$ cat src/rtl/control_sequencer.sv
// Fetch/decode/execute sequencer for the 4-bit CPU: drives memory requests, IR/PC strobes and execute-cycle controls.
// Optional build macro SINGLE_STEP_EN adds a step input and a PAUSE state after every executed instruction.
module control_sequencer #(
    parameter int unsigned FETCH_TIMEOUT = 15,
    parameter int unsigned CNT_W         = 4
) (
    input  logic       clk,
    input  logic       reset,
`ifdef SINGLE_STEP_EN
    input  logic       step,
`endif
    input  logic       mem_ack,
    input  logic [3:0] op_code,
    input  logic       zero_flag,
    output logic       mem_req,
    output logic       ir_load_en,
    output logic       pc_inc,
    output logic       pc_load,
    output logic       reg_we,
    output logic       imm_sel,
    output logic       alu_en,
    output logic [2:0] alu_op,
    output logic       halted,
    output logic       fault,
    output logic       illegal_op
);

`ifdef SINGLE_STEP_EN
    typedef enum logic [2:0] {
        S_IDLE, S_FETCH, S_DECODE, S_EXEC, S_HALT, S_FAULT, S_PAUSE
    } state_t;
    localparam state_t AFTER_EXEC = S_PAUSE;
`else
    typedef enum logic [2:0] {
        S_IDLE, S_FETCH, S_DECODE, S_EXEC, S_HALT, S_FAULT
    } state_t;
    localparam state_t AFTER_EXEC = S_FETCH;
`endif

    localparam bit              TIMEOUT_EN = (FETCH_TIMEOUT != 0);
    localparam logic [CNT_W-1:0] LAST_WAIT = CNT_W'((FETCH_TIMEOUT == 0) ? 0 : FETCH_TIMEOUT - 1);

    state_t           state;
    logic [CNT_W-1:0] wait_cnt;
    logic             illegal_q;

    function automatic logic op_defined(input logic [3:0] op);
        return (op <= 4'h9) || (op == 4'hF);
    endfunction

    always_ff @(posedge clk) begin
        if (!reset) begin
            state     <= S_IDLE;
            wait_cnt  <= '0;
            illegal_q <= 1'b0;
        end else begin
            case (state)
                S_IDLE: state <= S_FETCH;
                S_FETCH: begin
                    // An ack on the final allowed wait cycle still completes the fetch.
                    if (mem_ack) begin
                        state    <= S_DECODE;
                        wait_cnt <= '0;
                    end else begin
                        wait_cnt <= wait_cnt + CNT_W'(1);
                        if (TIMEOUT_EN && (wait_cnt == LAST_WAIT))
                            state <= S_FAULT;
                    end
                end
                S_DECODE: begin
                    if (op_code == 4'hF) begin
                        state <= S_HALT;
                    end else if (!op_defined(op_code)) begin
                        illegal_q <= 1'b1;
                        state     <= AFTER_EXEC;
                    end else begin
                        state <= S_EXEC;
                    end
                end
                S_EXEC: state <= AFTER_EXEC;
`ifdef SINGLE_STEP_EN
                S_PAUSE: if (step) state <= S_FETCH;
`endif
                S_HALT, S_FAULT: state <= state;
                default: state <= S_IDLE;
            endcase
        end
    end

    always_comb begin
        mem_req    = 1'b0;
        ir_load_en = 1'b0;
        pc_inc     = 1'b0;
        pc_load    = 1'b0;
        reg_we     = 1'b0;
        imm_sel    = 1'b0;
        alu_en     = 1'b0;
        alu_op     = 3'd0;
        halted     = 1'b0;
        fault      = 1'b0;
        illegal_op = reset & illegal_q;
        if (reset) begin
            case (state)
                S_FETCH: begin
                    mem_req    = 1'b1;
                    ir_load_en = mem_ack;
                    pc_inc     = mem_ack;
                end
                S_EXEC: begin
                    case (op_code)
                        4'h1: begin
                            reg_we  = 1'b1;
                            imm_sel = 1'b1;
                        end
                        4'h2, 4'h3, 4'h4, 4'h5, 4'h6, 4'h7: begin
                            // MOV..XOR map onto PASS..XOR in opcode order.
                            alu_en = 1'b1;
                            reg_we = 1'b1;
                            alu_op = 3'(op_code - 4'd2);
                        end
                        4'h8:    pc_load = 1'b1;
                        4'h9:    pc_load = zero_flag;
                        default: ;
                    endcase
                end
                S_HALT:  halted = 1'b1;
                S_FAULT: fault  = 1'b1;
                default: ;
            endcase
        end
    end

endmodule

$ cat config.mk
export PLATFORM = sky130hd
export DESIGN_NAME = control_sequencer
export DESIGN_NICKNAME = d
export VERILOG_FILES = /design/src/rtl/control_sequencer.sv
export SDC_FILE = /design/constraint.sdc
export NUM_CORES = 1
export LEC_CHECK = 0
export BUFFER_PORTS_ARGS = -buffer_cell sky130_fd_sc_hd__buf_4
export CAP_MARGIN = 20
export CORE_AREA = 4 4 41 43
export CTS_CLUSTER_SIZE = 28
export DETAILED_ROUTE_END_ITERATION = 12
export DIE_AREA = 0 0 45 47
export GPL_ROUTABILITY_DRIVEN = 0
export HOLD_SLACK_MARGIN = 0.1
export MAX_ROUTING_LAYER = met4
export PLACE_DENSITY = 0.67
export SETUP_SLACK_MARGIN = 0.1
export SKIP_CTS_REPAIR_TIMING = 1
export SYNTH_ARGS = -nofsm -noshare
export SYNTH_HDL_FRONTEND = slang
export SYNTH_SLANG_ARGS = --single-unit
$ cat constraint.sdc
create_clock -name clk -period 2.5 [get_ports clk]
set_input_delay 0.25 -clock clk [delete_from_list [all_inputs] [get_ports clk]]
set_output_delay 0.25 -clock clk [all_outputs]
set_load 0.05 [all_outputs]
==> metrics <==
post-route setup TNS 0 ns; synth warn 0; worst skew pair latency roughly 0.25 ns; Async SR Flop Fraction 0%; clk root buf clkbuf_4; Synthesized Nets 79; synthesized instance count between 60 and 70; Final Cycle Share 74.4%; WP data arrival ~1.6 ns; Final Hold Vio Count 0; kind of cell adding the most delay to the critical path simple AND/OR/NAND/NOR gates; slowest CP cell dfxtp_1; unrepaired setup endpoints after global routing no; vias in the first global route 467; WP data required 2.25 ns; Buffers & Inverters on Critical Path 1; outcome completed; Die Y 47 um; CTS max path bufs 2; WL/cell between 10 and 15 um; port bufs 20; hold worst-path end illegal_q; vias after detailed routing 569; first-pass GRT wire length 1950 um; clock skew after layout 0.00389 ns; DIE AREA between 2000 and 2500 um2; area grow syn2layout 35.2%; total gr overflow 0; CP Launch Type register; crit path capture type output pin; Highest Clock Rate 538 MHz; drt drc 0; Cell Area, Synth 526 um2; crit-path cells nand2_1 -> nor3_1 -> and3_1 -> buf_4; r2r setup slk 0.85 ns; Worst R2R End wait_cnt[2]; Starting Density between 40% and 50%; Syn Area/Cell around 7.6 um2; Yosys reg bits 8; layout cell share with drive strength beyond 1 27.8%; row count 13; Leak 0.334 nW; CP Max Fanout 9; # diodes 0; register area share after synthesis a little under a third; Max-cap violations 0; Antenna Nets Post-Route 0; worst stage delay on the critical path 0.44 ns; placed inst area a little under 700 um2; hpwl dp between 1000 and 1500 um; initial drt markers 6; fin area 711 um2; largest net degree at the start of global routing 10; Least-Margin Pin Slew 0.375 ns; # IOs 21; clock sinks 8; Final nets 102; number of fill cells in the layout 138; final wirelength 1300 um; post-route minimum period roughly 1.9 ns; pwr dens 410 nW/um2; Slew Viols, Final 0; die width 45 um; Worst-path clk slew 0.05 ns; VDD IR max 0.000252 V; Hold Path Depth 3; routed vias/inst 5.42; WS Path Type register to output pin; core area between 1000 and 1500 um2; min-delay worst type input port to register; CTS Buf Count 3; FF-to-FF Start state[0]; Cell variety after synth 31; GRT Overall Usage 13.5%; final-report setup violation count 0; worst-case reg-to-reg path depth 3; overall power 0.292 mW; First-pass DRT Iterations 4; Primary FF master, synth dfxtp_1; Post-synth EDFFs 0; CTS tree done; CTS H-tree depth 1; HP Start reset; antenna violations before repair 0; Slew HR 74.8%
## power breakdown
part	switching, mW	leakage (nW)	internal (mW)
combinational	0.0355	0.255	0.0219
clock	0.0422	0.0138	0.0548
sequential	0.00533	0.0651	0.132
## cell families after synthesis
family / count (synthesis) / share of synthesized area, %
simple gates: 37 / 40.7
flops: 8 / 30.5
buf+inv: 7 / 5.95
compound gates: 15 / 18.1
fa+ha+maj: 2 / 4.76
## worst max path at each step
stage                  start     endpoint  slack [ns]  depth (start not counted)
floorplan           state[1]       alu_en        0.17                          2
global placement    state[0]  wait_cnt[2]        0.88                          3
detailed placement  state[0]  wait_cnt[2]        0.87                          3
CTS                 state[1]    alu_op[0]        0.63                          4
global route        state[1]    alu_op[1]        0.51                          4
finish              state[1]      imm_sel        0.64                          4
## stage by stage
stage	utilization (%)	worst slack, ns	hold slack (ns)	instances
after global routing	54.6	0.507	0.304	105
final	54.6	0.641	0.274	105
after global placement	52.9	0.885	0.438	102
after detailed placement	52.9	0.868	0.443	102
after floorplan	-	0.172	0.376	69
after CTS	54.6	0.633	0.263	105
## cells in the final DEF, fill, tap and decap left out, types with 2 or more instances in the layout
| master | Yosys | routed |
|---|---|---|
| or3_1 | 2 | 2 |
| dfxtp_1 | 8 | 8 |
| a21oi_1 | 8 | 8 |
| buf_4 | 1 | 20 |
| nand2b_1 | 2 | 2 |
| nand2_1 | 9 | 9 |
| nor2b_1 | 4 | 4 |
| ha_1 | 2 | 2 |
| inv_1 | 5 | 5 |
| nor2_1 | 2 | 2 |
| nor3_1 | 2 | 2 |
| clkbuf_4 | 0 | 3 |
| and3_1 | 5 | 5 |
## metal layers
layer	up-vias	track usage (%)	share of wire, %
met5	-	-	0
met4	0	8.77	2.1
met3	4	4.21	10
met2	22	19.5	41
met1	251	16.1	47
li1	292	-	-
## synthesized netlist by cell type, types with 2 or more instances
cell type,instances,area (um2)
a21oi_1,8,40.0
and3_1,5,31.3
dfxtp_1,8,160
ha_1,2,25.0
inv_1,5,18.8
nand2_1,9,33.8
nand2b_1,2,12.5
nor2_1,2,7.51
nor2b_1,4,25.0
nor3_1,2,10.0
or3_1,2,12.5
## registers in the layout (all words and copies together), names as in the netlist
| name | cells |
|---|---|
| illegal_q | 1 |
| state | 3 |
| wait_cnt | 4 |
## tightest hold or removal path, cell delays in order
cell,delay [ns]
buf_4,0.11
nand2_1,0.07
o41ai_1,0.06
## cell type report
class / instances / area [um2] / area share, %
multi-input combinational: 54 / 340 / 47.9
tap: 15 / 18.8 / 2.64
sequential: 8 / 160 / 22.5
inverter: 5 / 18.8 / 2.64
clock buffer: 3 / 22.5 / 3.17
timing repair buffer: 20 / 150 / 21.1
Note: power is estimated with default switching activity, not from simulation.
